==> src/rtl/adder_pkg.sv <==
// Shared types for the multi-cycle add/subtract unit: FSM state encoding and op codes.
package adder_pkg;

    typedef enum logic [1:0] {
        IDLE = 2'd0,
        CALC = 2'd1,
        DONE = 2'd2
    } state_t;

    localparam logic OP_ADD = 1'b0;
    localparam logic OP_SUB = 1'b1;

endpackage

==> src/rtl/adder_chunk.sv <==
// CHUNK-bit combinational ripple slice; zero latency, no handshake.
// c_msb is the carry into the top bit so the caller can form signed overflow.
module adder_chunk #(
    parameter int CHUNK = 4
) (
    input  logic [CHUNK-1:0] a,
    input  logic [CHUNK-1:0] b,
    input  logic             cin,
    output logic [CHUNK-1:0] s,
    output logic             cout,
    output logic             c_msb
);

    always_comb begin : ripple
        logic cy;
        cy    = cin;
        s     = '0;
        c_msb = cin;
        for (int i = 0; i < CHUNK; i++) begin
            if (i == CHUNK - 1) begin
                c_msb = cy;
            end
            s[i] = a[i] ^ b[i] ^ cy;
            cy   = (a[i] & b[i]) | (cy & (a[i] ^ b[i]));
        end
        cout = cy;
    end

endmodule

==> src/rtl/adder_nbits_seq.sv <==
// Multi-cycle WIDTH-bit add/sub, CHUNK bits per clock; out_valid WIDTH/CHUNK edges after accept.
// One op in flight; result held until out_ready. ADDER_SAT_EN enables signed saturation.
module adder_nbits_seq
    import adder_pkg::*;
#(
    parameter int WIDTH = 8,
    parameter int CHUNK = 4
) (
    input  logic             clk,
    input  logic             rst,
    input  logic             in_valid,
    output logic             in_ready,
    input  logic             op,
    input  logic [WIDTH-1:0] A,
    input  logic [WIDTH-1:0] B,
    output logic             out_valid,
    input  logic             out_ready,
    output logic [WIDTH-1:0] Sum,
    output logic             flagN,
    output logic             flagZ,
    output logic             flagC,
    output logic             flagV
);

    localparam int STEPS = WIDTH / CHUNK;
    localparam int SW    = (STEPS > 1) ? $clog2(STEPS) : 1;
    localparam logic [SW-1:0] LAST_STEP = SW'(STEPS - 1);

    if ((WIDTH % CHUNK) != 0 || WIDTH < 2) begin : g_bad_cfg
        $error("adder_nbits_seq: WIDTH must be >= 2 and a multiple of CHUNK");
    end

`ifdef ADDER_SAT_EN
    localparam logic [WIDTH-1:0] SAT_POS = {1'b0, {(WIDTH-1){1'b1}}};
    localparam logic [WIDTH-1:0] SAT_NEG = {1'b1, {(WIDTH-1){1'b0}}};
`endif

    state_t           state_q, state_d;
    logic [WIDTH-1:0] a_q, a_d;
    logic [WIDTH-1:0] b_q, b_d;
    logic [WIDTH-1:0] res_q, res_d;
    logic [WIDTH-1:0] sum_q, sum_d;
    logic [SW-1:0]    step_q, step_d;
    logic             carry_q, carry_d;
    logic             out_valid_q, out_valid_d;
    logic             n_q, n_d, z_q, z_d, c_q, c_d, v_q, v_d;

    logic [CHUNK-1:0]       slice_s;
    logic                   slice_cout;
    logic                   slice_cmsb;
    logic [WIDTH+CHUNK-1:0] res_wide;
    logic [WIDTH-1:0]       res_shift;
    logic [WIDTH-1:0]       sum_fin;
    logic                   raw_v;

    adder_chunk #(.CHUNK(CHUNK)) u_chunk (
        .a     (a_q[CHUNK-1:0]),
        .b     (b_q[CHUNK-1:0]),
        .cin   (carry_q),
        .s     (slice_s),
        .cout  (slice_cout),
        .c_msb (slice_cmsb)
    );

    always_comb begin
        // Result fills from the top so that after STEPS shifts chunk 0 sits at the LSBs.
        res_wide  = {slice_s, res_q};
        res_shift = res_wide[WIDTH+CHUNK-1:CHUNK];
        raw_v     = slice_cmsb ^ slice_cout;
        sum_fin   = res_shift;
`ifdef ADDER_SAT_EN
        // A wrapped-negative raw MSB on overflow means the true result was positive.
        if (raw_v) begin
            sum_fin = slice_s[CHUNK-1] ? SAT_POS : SAT_NEG;
        end
`endif

        state_d     = state_q;
        a_d         = a_q;
        b_d         = b_q;
        res_d       = res_q;
        sum_d       = sum_q;
        step_d      = step_q;
        carry_d     = carry_q;
        out_valid_d = out_valid_q;
        n_d         = n_q;
        z_d         = z_q;
        c_d         = c_q;
        v_d         = v_q;

        case (state_q)
            IDLE: begin
                if (in_valid) begin
                    a_d     = A;
                    b_d     = (op == OP_SUB) ? ~B : B;
                    carry_d = (op == OP_SUB);
                    res_d   = '0;
                    step_d  = '0;
                    state_d = CALC;
                end
            end
            CALC: begin
                a_d     = a_q >> CHUNK;
                b_d     = b_q >> CHUNK;
                carry_d = slice_cout;
                res_d   = res_shift;
                step_d  = step_q + 1'b1;
                if (step_q == LAST_STEP) begin
                    state_d     = DONE;
                    sum_d       = sum_fin;
                    n_d         = sum_fin[WIDTH-1];
                    z_d         = (sum_fin == '0);
                    c_d         = slice_cout;
                    v_d         = raw_v;
                    out_valid_d = 1'b1;
                end
            end
            DONE: begin
                if (out_ready) begin
                    state_d     = IDLE;
                    out_valid_d = 1'b0;
                end
            end
            default: begin
                state_d     = IDLE;
                out_valid_d = 1'b0;
            end
        endcase
    end

    always_ff @(posedge clk or posedge rst) begin
        if (rst) begin
            state_q     <= IDLE;
            a_q         <= '0;
            b_q         <= '0;
            res_q       <= '0;
            sum_q       <= '0;
            step_q      <= '0;
            carry_q     <= 1'b0;
            out_valid_q <= 1'b0;
            n_q         <= 1'b0;
            z_q         <= 1'b0;
            c_q         <= 1'b0;
            v_q         <= 1'b0;
        end else begin
            state_q     <= state_d;
            a_q         <= a_d;
            b_q         <= b_d;
            res_q       <= res_d;
            sum_q       <= sum_d;
            step_q      <= step_d;
            carry_q     <= carry_d;
            out_valid_q <= out_valid_d;
            n_q         <= n_d;
            z_q         <= z_d;
            c_q         <= c_d;
            v_q         <= v_d;
        end
    end

    assign in_ready  = (state_q == IDLE) & ~rst;
    assign out_valid = out_valid_q;
    assign Sum       = sum_q;
    assign flagN     = n_q;
    assign flagZ     = z_q;
    assign flagC     = c_q;
    assign flagV     = v_q;

endmodule
==> config.mk <==
export PLATFORM = sky130hd
export DESIGN_NAME = adder_nbits_seq
export DESIGN_NICKNAME = d
export VERILOG_FILES = /design/src/rtl/adder_pkg.sv /design/src/rtl/adder_chunk.sv /design/src/rtl/adder_nbits_seq.sv
export SDC_FILE = /design/constraint.sdc
export NUM_CORES = 1
export LEC_CHECK = 0
export ABC_AREA = 1
export ABC_CLOCK_PERIOD_IN_PS = 6900
export BUFFER_PORTS_ARGS = -buffer_cell sky130_fd_sc_hd__buf_2
export CELL_PAD_IN_SITES_DETAIL_PLACEMENT = 1
export CELL_PAD_IN_SITES_GLOBAL_PLACEMENT = 1
export CORE_ASPECT_RATIO = 1.2
export CORE_MARGIN = 2
export CORE_UTILIZATION = 44
export CTS_CLUSTER_SIZE = 14
export DETAILED_ROUTE_END_ITERATION = 12
export PLACE_DENSITY_LB_ADDON = 0.1
export SYNTH_ARGS = -nofsm -noshare
export SYNTH_HDL_FRONTEND = slang
export SYNTH_SLANG_ARGS = --single-unit
==> constraint.sdc <==
create_clock -name clk -period 6.9 [get_ports clk]
set_input_delay 1.035 -clock clk [delete_from_list [all_inputs] [get_ports clk]]
set_output_delay 1.035 -clock clk [all_outputs]
set_load 0.02 [all_outputs]
==> metrics.md, run 1 <==
| Metric | Value |
|---|---|
| Resize count post-CTS | `0` |
| Area growth from synthesis to layout | `15.0%` |
| Row count | `25` |
| # Post-CTS Setup Buffers | `0` |
| Placed cells | `275` |
| Clk_skew | `0.00825 ns` |
| Critical path's largest stage delay | `0.45 ns` |
| Final worst-path cycle share | `37.4%` |
| Critical setup path kind | `flip-flop to flip-flop` |
| DRC Markers | `0` |
| H-tree depth | `2` |
| Power Density | `500 nW/um^2` |
| Worst-skew pair later-pin latency | `0.29 ns` |
| Netlist Area Pre-Place | `1760 um^2` |
| Outcome | `finished, final reports clean` |
| Routed length per instance | `13.5 um` |
| Sequential share of the synthesized area | `51.1%` |
| Syn Nets | `221` |
| CP Launch Type | `flip-flop` |
| Worst slack at placement | `4.34 ns` |
| Yosys cell types | `22` |
| Initial antenna violation count | `0` |
| CTS Buf Count | `5` |
| CP max stage cell | `fa_1` |
| Hold-fix buffers at CTS | `0` |
| Tot GR Track Use | `19.4%` |
| Initial Util | `45.5%` |
| DP Area | `1940 um^2` |
| TritonCTS clock tree | `built` |
| Final ANT Viol Nets | `0` |
| TNS Setup | `0 ns` |
| DRT Wirelength | `3.83 mm` |
| Vias per inst | `4.80` |
| Critical Path Fanout Max | `3` |
| Detailed placement HPWL | `2.84 mm` |
| Filler cells | `507` |
| Max-cap check violation count | `0` |
| Hold WC Path Type | `flip-flop to flip-flop` |
| WP data arrival | `2.76 ns` |
| Pleak | `1.09 nW` |
| Worst EP required | `7.07 ns` |
| Tmin final | `2.58 ns` |
| Max_slew headroom | `68.8%` |
| Number of global-route vias before repair | `1427` |
| Clock Path Buffers | `2` |
| Final setup fails | `0` |
| Total Die Area | `4530 um^2` |
| Worst-path clk slew | `0.07 ns` |
| CP Cell Sequence | `fa_1, fa_1, fa_1, inv_1, fa_1, nand2_1, nor2_1, nand3_1, nand2_1` |
| Layout cells sized above 1 | `25.8%` |
| Ant diodes | `0` |
| Multi-input gate area | `697 um^2` |
| Die height | `73.3 um` |
| Register area | `901 um^2` |
| Worst-margin pin slew | `0.466 ns` |
| Seq cells post-synth | `36` |
| Gpl congestion | `0.817` |
| Drt pass-1 iters | `4` |
| Final Max Slew Viols | `0` |
| Final setup margin | `4.32 ns` |
| Port bufs | `34` |
| Yosys warning count | `0` |
| VDD IR max | `0.141 mV` |
| Root buf cell | `clkbuf_8` |
| I/O pins | `35` |
| First-pass GRT wire length | `6.40 mm` |
| RSZ-0062 raised after global routing | `no` |
| Total core area | `3880 um^2` |
| Fin cells | `283` |
| Initial DRC count | `46` |
| Fmax | `0.387 GHz` |
| Die width | `61.8 um` |
| Syn_area_per_cell | `8.99 um^2` |
| Vias | `1358` |
| Largest net degree at the start of global routing | `37` |
| Tot Pwr | `0.00101 W` |
| # nets final | `253` |
| Fin. Hold Viols | `0` |
| Cells after Synth | `196` |
| CTS Sinks | `36` |
| Cell mode on critical path | `fa_1` |
| Critical path capture point type | `flip-flop` |
| Grt ovf | `0` |
| Post-route cell area | `2030 um^2` |
==> critical path: cells and delay by family, from the launching register on <==
family / cells / cell delay (ns)
and+or+nand+nor: 4 / 0.26
buffers and inverters: 1 / 0.09
DFF: 1 / 0.41
adders and majority gates: 4 / 1.71
==> report_power, final <==
part | leakage, nW | internal [W] | switching (W)
Sequential | 0.462 | 0.000307 | 0.0000557
Clock | 0.0455 | 0.0000814 | 0.0000714
Combinational | 0.584 | 0.000164 | 0.000333
Total | 1.09 | 0.000552 | 0.000461
==> registers in the layout, summed over array words and instances, names as in the netlist <==
name       cells
b_q            8
Sum            8
flagC          1
res_q          4
out_valid      1
flagZ          1
carry_q        1
flagV          1
step_q         1
state_q        2
a_q            8
==> layout make-up <==
| class | instances | area share (%) |
|---|---|---|
| clock buffers | 8 | 4.44 |
| well taps | 54 | 3.33 |
| multi-input cells | 125 | 34.4 |
| repair buffers | 35 | 8.77 |
| inverters | 25 | 4.63 |
| flip-flops and latches | 36 | 44.4 |
==> worst paths after layout <==
| check | to | start | cells after the start | slack (ns) |
|---|---|---|---|---|
| max in group asynchronous | flagZ | rst | 3 | 5.70 |
| worst min-delay path | out_valid | out_valid | 2 | 0.48 |
| worst max-delay path | flagZ | a_q[0] | 9 | 4.32 |
| worst min register to register | out_valid | out_valid | 2 | 0.48 |
| min in group asynchronous | state_q[0] | rst | 3 | 0.87 |
| worst max register to register | flagZ | a_q[0] | 9 | 4.32 |
==> metal layers <==
| layer | global-route usage (%) | vias up | wire (um) |
|---|---|---|---|
| met5 | 0 | - | 0 |
| met2 | 33.9 | 26 | 2010 |
| met3 | 4.93 | 6 | 141 |
| li1 | - | 674 | - |
| met4 | 6.62 | 0 | 55 |
| met1 | 22.3 | 652 | 1620 |
==> cells by family (layout without fill, tap and decap cells) <==
kind of cell	after synthesis	in the layout	synth area share [%]
simple gates	95	95	24.0
flops	36	36	51.1
buf+inv	35	68	9.37
compound gates	21	21	8.52
xor+xnor	5	5	2.48
fa+ha+maj	4	4	4.54
==> synth_stat cells <==
| master | instances | area, um^2 |
|---|---|---|
| nand2_1 | 59 | 221 |
| dfrtp_1 | 36 | 901 |
| nand3_1 | 27 | 135 |
| inv_1 | 22 | 82.6 |
| o21ai_2 | 10 | 87.6 |
| buf_2 | 6 | 30.0 |
| xor2_1 | 5 | 43.8 |
| fa_1 | 4 | 80.1 |
| o21ai_0 | 4 | 20.0 |
| o22ai_1 | 4 | 25.0 |
| buf_6 | 3 | 33.8 |
| inv_2 | 3 | 11.3 |
| nand2_4 | 2 | 22.5 |
| nor2_1 | 2 | 7.51 |
| o21ai_1 | 2 | 10.0 |
| a21o_1 | 1 | 7.51 |
| buf_4 | 1 | 7.51 |
| nand3b_1 | 1 | 7.51 |
| nor2_2 | 1 | 6.26 |
| nor2_4 | 1 | 11.3 |
| nor3_1 | 1 | 5.00 |
| or2_2 | 1 | 6.26 |
==> cell usage in the layout (no fill, tap or decap) <==
cell	netlist	layout
nand2_1	59	59
o21ai_2	10	10
o22ai_1	4	4
nor2_2	1	1
nor3_1	1	1
fa_1	4	4
clkbuf_8	0	6
nand3b_1	1	1
buf_2	6	34
inv_2	3	3
a21o_1	1	1
nor2_1	2	2
nand2_4	2	2
buf_4	1	1
nor2_4	1	1
or2_2	1	1
clkbuf_1	0	2
inv_1	22	22
dfrtp_1	36	36
nand3_1	27	27
xor2_1	5	5
o21ai_1	2	2
o21ai_0	4	4
==> per-stage QoR <==
step	hold WS, ns	util (%)
2_1_floorplan	0.466	-
3_3_place_gp	0.449	49.9
3_5_place_dp	0.460	49.9
4_1_cts	0.477	52.3
5_1_grt	0.512	52.3
6_report	0.484	52.3
(Power assumes the default switching activity.)
==> run 2: changes to the inputs <==
--- a/config.mk
+++ b/config.mk
@@ -6,13 +6,13 @@
 export NUM_CORES = 1
 export LEC_CHECK = 0
 export ABC_AREA = 1
-export ABC_CLOCK_PERIOD_IN_PS = 6900
+export ABC_CLOCK_PERIOD_IN_PS = 2550
 export BUFFER_PORTS_ARGS = -buffer_cell sky130_fd_sc_hd__buf_2
 export CELL_PAD_IN_SITES_DETAIL_PLACEMENT = 1
 export CELL_PAD_IN_SITES_GLOBAL_PLACEMENT = 1
 export CORE_ASPECT_RATIO = 1.2
 export CORE_MARGIN = 2
-export CORE_UTILIZATION = 44
+export CORE_UTILIZATION = 40
 export CTS_CLUSTER_SIZE = 14
 export DETAILED_ROUTE_END_ITERATION = 12
 export PLACE_DENSITY_LB_ADDON = 0.1
==> constraint.sdc (replaced) <==
create_clock -name clk -period 2.55 [get_ports clk]
set_input_delay 0.3825 -clock clk [delete_from_list [all_inputs] [get_ports clk]]
set_output_delay 0.3825 -clock clk [all_outputs]
set_load 0.02 [all_outputs]
==> metrics.md, run 2 (synthesis results as in run 1) <==
| Metric | Value |
|---|---|
| Routed length per instance | `13.1 um` |
| H-tree depth | `2` |
| Switching Fraction | `45.0%` |
| Area growth from synthesis to layout | `15.7%` |
| Max_slew headroom | `69.0%` |
| Vias per inst | `4.85` |
| I/O pins | `35` |
| CP max stage cell | `fa_1` |
| Gr busiest metal | `met2` |
| Register area | `901 um^2` |
| CTS Sinks | `36` |
| Initial DRC count | `41` |
| Critical path capture point type | `flip-flop` |
| Total core area | `4260 um^2` |
| Grt met2 use | `30.3%` |
| Share of power burned in the clock network | `13.9%` |
| Filler cells | `518` |
| Max-cap check violation count | `0` |
| Hold WC Path Type | `primary input to async pin` |
| Tot Pwr | `0.00271 W` |
| DRC Markers | `0` |
| Tmin final | `2.38 ns` |
| Clock Path Buffers | `2` |
| Reg2reg end | `flagZ` |
| VDD IR max | `0.365 mV` |
| # nets final | `255` |
| Depth of the most critical reg-to-reg path | `9` |
| Final worst-path cycle share | `93.4%` |
| Hold WS | `0.203 ns` |
| Final Util | `47.9%` |
| Pleak | `1.09 nW` |
| TNS Setup | `0 ns` |
| RSZ-0062 raised after global routing | `no` |
| CTS Buf Count | `5` |
| Grt ovf | `0` |
| Multi-input gate area | `704 um^2` |
| Commonest non-fill, non-tap cell in the layout | `nand2_1` |
| DRT Wirelength | `3.74 mm` |
| Tot GR Track Use | `17.2%` |
| Root buf cell | `clkbuf_8` |
| Sequential power share | `36.2%` |
| WP data arrival | `2.56 ns` |
| Cell mode on critical path | `fa_2` |
| Most frequent cells in the layout | `nand2_1 (59), dfrtp_1 (36), buf_2 (34), nand3_1 (27), inv_1 (22)` |
| Critical path's largest stage delay | `0.44 ns` |
| Fin. Hold Viols | `0` |
| Worst reg2reg startpoint | `a_q[0]` |
| Drt pass-1 iters | `4` |
| Die width | `64.6 um` |
| Total Die Area | `4960 um^2` |
| Outcome | `finished, final reports clean` |
| Final setup fails | `0` |
| Final ANT Viol Nets | `0` |
| First-pass GRT wire length | `6.65 mm` |
| Gpl congestion | `0.872` |
| Layout cells sized above 1 | `27.8%` |
| WP buf/inv | `1` |
| Critical setup path kind | `flip-flop to flip-flop` |
| Clk_skew | `0.00489 ns` |
| P_sw | `0.00122 W` |
| Fraction of met1 tracks used by global routing | `20.3%` |
| TritonCTS clock tree | `built` |
| Reg2reg setup slack | `0.17 ns` |
| Port bufs | `34` |
| Detailed placement HPWL | `2.75 mm` |
| CP Launch Type | `flip-flop` |
| Largest net degree at the start of global routing | `37` |
| Number of global-route vias before repair | `1429` |
| Hold-fix buffers at CTS | `0` |
| CP Cell Sequence | `fa_2, fa_2, fa_2, inv_1, fa_1, nand2_1, nor2_1, nand3_1, nand2_1` |
| Worst-skew pair later-pin latency | `0.28 ns` |
| Critical Path Fanout Max | `3` |
| Vias | `1386` |
| Internal | `0.00149 W` |
| Worst-margin pin slew | `0.464 ns` |
| Row count | `26` |
| Ant diodes | `0` |
| Power Density | `1330 nW/um^2` |
| Initial antenna violation count | `0` |
| Worst-path clk slew | `0.07 ns` |
| Logic gate share of total power | `49.8%` |
| Fmax | `0.420 GHz` |
| Final Max Slew Viols | `0` |
| Global routing met3 resource utilization | `4.25%` |
| Die height | `76.7 um` |
| Worst EP required | `2.73 ns` |
| Initial Util | `41.4%` |
| Top cell family by delay on the critical path | `adder cells` |
-- run 2: power groups by stage --
stage | combinational, W | sequential [W] | clock [W]
6_report | 0.00135 | 0.000982 | 0.000378
5_1_grt | 0.00155 | 0.00102 | 0.000415
4_1_cts | 0.00138 | 0.000985 | 0.000390
3_5_place_dp | 0.00134 | 0.000993 | 0
3_3_place_gp | 0.00131 | 0.000976 | 0
2_1_floorplan | 0.000964 | 0.00107 | 0
-- run 2: layout make-up --
class                           count  area share, %
Sequential cell                    36           44.2
Multi-Input combinational cell    125           34.5
Timing Repair Buffer               37           9.45
Inverter                           25           4.60
Clock buffer                        6           3.56
Tap cell                           56           3.44
Clock inverter                      1          0.245
-- run 2: worst max path at each step --
stage,from,to,slack (ns),depth (start not counted)
CTS,a_q[0],flagZ,0.04,9
global placement,a_q[0],flagZ,0.06,9
finish,a_q[0],flagZ,0.17,9
detailed placement,a_q[0],flagZ,0.0005,9
global route,a_q[0],flagZ,0.06,9
floorplan,a_q[0],flagZ,0.10,9
-- run 2: per-layer routing --
| metal | vias up | routed length (um) |
|---|---|---|
| met1 | 670 | 1610 |
| met3 | 6 | 133 |
| li1 | 684 | - |
| met5 | - | 0 |
| met4 | 0 | 57 |
| met2 | 26 | 1940 |
-- run 2: worst reg2reg max path, cell delays in order, from the launching register on --
cell and delay, ns:
dfrtp_1 0.41, fa_2 0.40, fa_2 0.35, fa_2 0.35
inv_1 0.08, fa_1 0.44, nand2_1 0.09, nor2_1 0.05
nand3_1 0.07, nand2_1 0.05
-- run 2: per-stage QoR --
step                      setup slack (ns)  std cells  instance area, um^2
after floorplan                      0.102        196                 1760
after global placement              0.0648        278                 1950
after detailed placement          0.000467        278                 1950
after CTS                           0.0439        286                 2030
after global routing                0.0569        286                 2040
final                                0.167        286                 2040
-- run 2: timing repair --
| item | CTS | global route |
|---|---|---|
| setup endpoints to repair | 1 | 2 |
| gates resized for setup | 1 | 2 |
| pin swaps | 1 | 1 |
| setup buffers | 1 | 0 |
| endpoints found under the hold margin | 0 | 0 |
==> run 3: changes to the inputs <==
--- a/config.mk
+++ b/config.mk
@@ -7,7 +7,7 @@
 export LEC_CHECK = 0
 export ABC_AREA = 1
 export ABC_CLOCK_PERIOD_IN_PS = 2550
-export BUFFER_PORTS_ARGS = -buffer_cell sky130_fd_sc_hd__buf_2
+export BUFFER_PORTS_ARGS = -buffer_cell sky130_fd_sc_hd__clkbuf_2
 export CELL_PAD_IN_SITES_DETAIL_PLACEMENT = 1
 export CELL_PAD_IN_SITES_GLOBAL_PLACEMENT = 1
 export CORE_ASPECT_RATIO = 1.2
@@ -16,6 +16,7 @@
 export CTS_CLUSTER_SIZE = 14
 export DETAILED_ROUTE_END_ITERATION = 12
 export PLACE_DENSITY_LB_ADDON = 0.1
+export SLEW_MARGIN = 20
 export SYNTH_ARGS = -nofsm -noshare
 export SYNTH_HDL_FRONTEND = slang
 export SYNTH_SLANG_ARGS = --single-unit
==> metrics.md, run 3 (synthesis results as in run 1) <==
| Metric | Value |
|---|---|
| Outcome | `finished, final reports clean` |
| RSZ-0062 raised after global routing | `no` |
| Clock Path Buffers | `2` |
| H-tree depth | `2` |
| Grt ovf | `0` |
| Area growth from synthesis to layout | `16.7%` |
| Row count | `26` |
| CTS Buf Count | `5` |
| Drt pass-1 iters | `4` |
| CTS Sinks | `36` |
| TritonCTS clock tree | `built` |
| Number of global-route vias before repair | `1516` |
| Total Die Area | `4960 um^2` |
| Worst EP required | `2.73 ns` |
| Final setup fails | `0` |
| Power Density | `1350 nW/um^2` |
| Fin. Hold Viols | `0` |
| Initial antenna violation count | `0` |
| VDD IR max | `0.560 mV` |
| Total core area | `4260 um^2` |
| Layout cells sized above 1 | `29.3%` |
| Critical path capture point type | `flip-flop` |
| Initial Util | `41.4%` |
| Clk_skew | `0.00512 ns` |
| Vias | `1413` |
| Root buf cell | `clkbuf_8` |
| WP data arrival | `2.62 ns` |
| I/O pins | `35` |
| Max-cap check violation count | `0` |
| Final worst-path cycle share | `95.4%` |
| Critical setup path kind | `flip-flop to flip-flop` |
| Routed length per instance | `13.8 um` |
| Final ANT Viol Nets | `0` |
| Post-route cell area | `2060 um^2` |
| Worst-skew pair later-pin latency | `0.29 ns` |
| Hold WS | `0.191 ns` |
| Die height | `76.7 um` |
| Worst-path clk slew | `0.07 ns` |
| Critical Path Fanout Max | `3` |
| Max_slew headroom | `68.3%` |
| Initial DRC count | `40` |
| Vias per inst | `4.91` |
| Detailed placement HPWL | `2.91 mm` |
| Worst-margin pin slew | `0.476 ns` |
| DRT Wirelength | `3.97 mm` |
| Final Max Slew Viols | `0` |
| Die width | `64.6 um` |
| Port bufs | `34` |
| Ant diodes | `0` |
| # nets final | `257` |
| First-pass GRT wire length | `7.01 mm` |
| DRC Markers | `0` |
| TNS Setup | `0 ns` |
| Largest net degree at the start of global routing | `37` |
| Most frequent cells in the layout | `nand2_1 (59), dfrtp_1 (36), clkbuf_2 (34), nand3_1 (27), inv_1 (21)` |
| Final Util | `48.3%` |
| Tmin final | `2.43 ns` |
| DP Area | `1950 um^2` |
| Tot GR Track Use | `18.5%` |
| CP Launch Type | `flip-flop` |
| Fmax | `0.411 GHz` |
| Pleak | `1.10 nW` |
| Gpl congestion | `0.870` |
| Commonest non-fill, non-tap cell in the layout | `nand2_1` |
| Hold WC Path Type | `primary input to async pin` |
==> run 3: cell types whose count changed in the layout (fill, tap and decap cells not counted) <==
| cell | change |
|---|---|
| buf_2 | -34 |
| clkbuf_2 | +34 |
| buf_4 | +2 |
| fa_1 | -1 |
| fa_2 | +1 |
| inv_1 | -1 |
| inv_2 | +1 |
==> run 3: critical path, stage by stage, from the launching register on <==
cell     delay, ns
dfrtp_1       0.42
fa_2          0.40
fa_2          0.35
fa_2          0.38
inv_2         0.07
fa_2          0.45
nand2_1       0.09
nor2_1        0.05
nand3_1       0.07
nand2_1       0.05
==> run 3: repair_timing <==
item                       CTS  global route
setup endpoints to repair    1             1
cloned                       0             0
resized for setup            2             3
pin swaps                    1             3
buffers inserted             1             2
hold buffers                 0             0
==> run 3: power by group <==
part | switching [W] | total [W] | internal (W)
clock | 0.000195 | 0.000381 | 0.000186
sequential | 0.000155 | 0.000985 | 0.000830
combinational | 0.000911 | 0.00142 | 0.000504
total | 0.00126 | 0.00278 | 0.00152
==> run 3: final timing paths <==
kind	startpoint	endpoint	slack [ns]	cells past startpoint
worst max-delay path	carry_q	flagZ	0.12	9
worst min-delay path	rst	state_q[1]	0.19	3
worst max register to register	carry_q	flagZ	0.12	9
worst min register to register	out_valid	out_valid	0.48	2
max in group asynchronous	rst	Sum[3]	2.02	3
min in group clk	A[4]	a_q[4]	0.29	3
==> run 3: per-stage QoR <==
stage / cells / worst slack [ns] / power, W
after floorplan: 196 / 0.102 / 0.00203
after global placement: 278 / 0.0647 / 0.00229
after detailed placement: 278 / -0.0590 / 0.00236
after CTS: 286 / 0.0234 / 0.00277
after global routing: 288 / 0.00138 / 0.00306
final: 288 / 0.118 / 0.00278
==> run 3: layout make-up <==
class | count | area [um^2]
clock buffers | 6 | 72.6
clock inverters | 1 | 5.00
fillers | 544 | 2200
inverters | 25 | 93.8
multi-input cells | 125 | 707
flip-flops and latches | 36 | 901
well taps | 56 | 70.1
repair buffers | 39 | 208
==> run 3: routing by layer <==
metal	GRT usage (%)	vias to the layer above	wire length, um
met2	32.7	30	2100
met4	8.30	0	85
met1	20.8	694	1640
met5	0	-	0
li1	-	681	-
met3	4.69	8	152
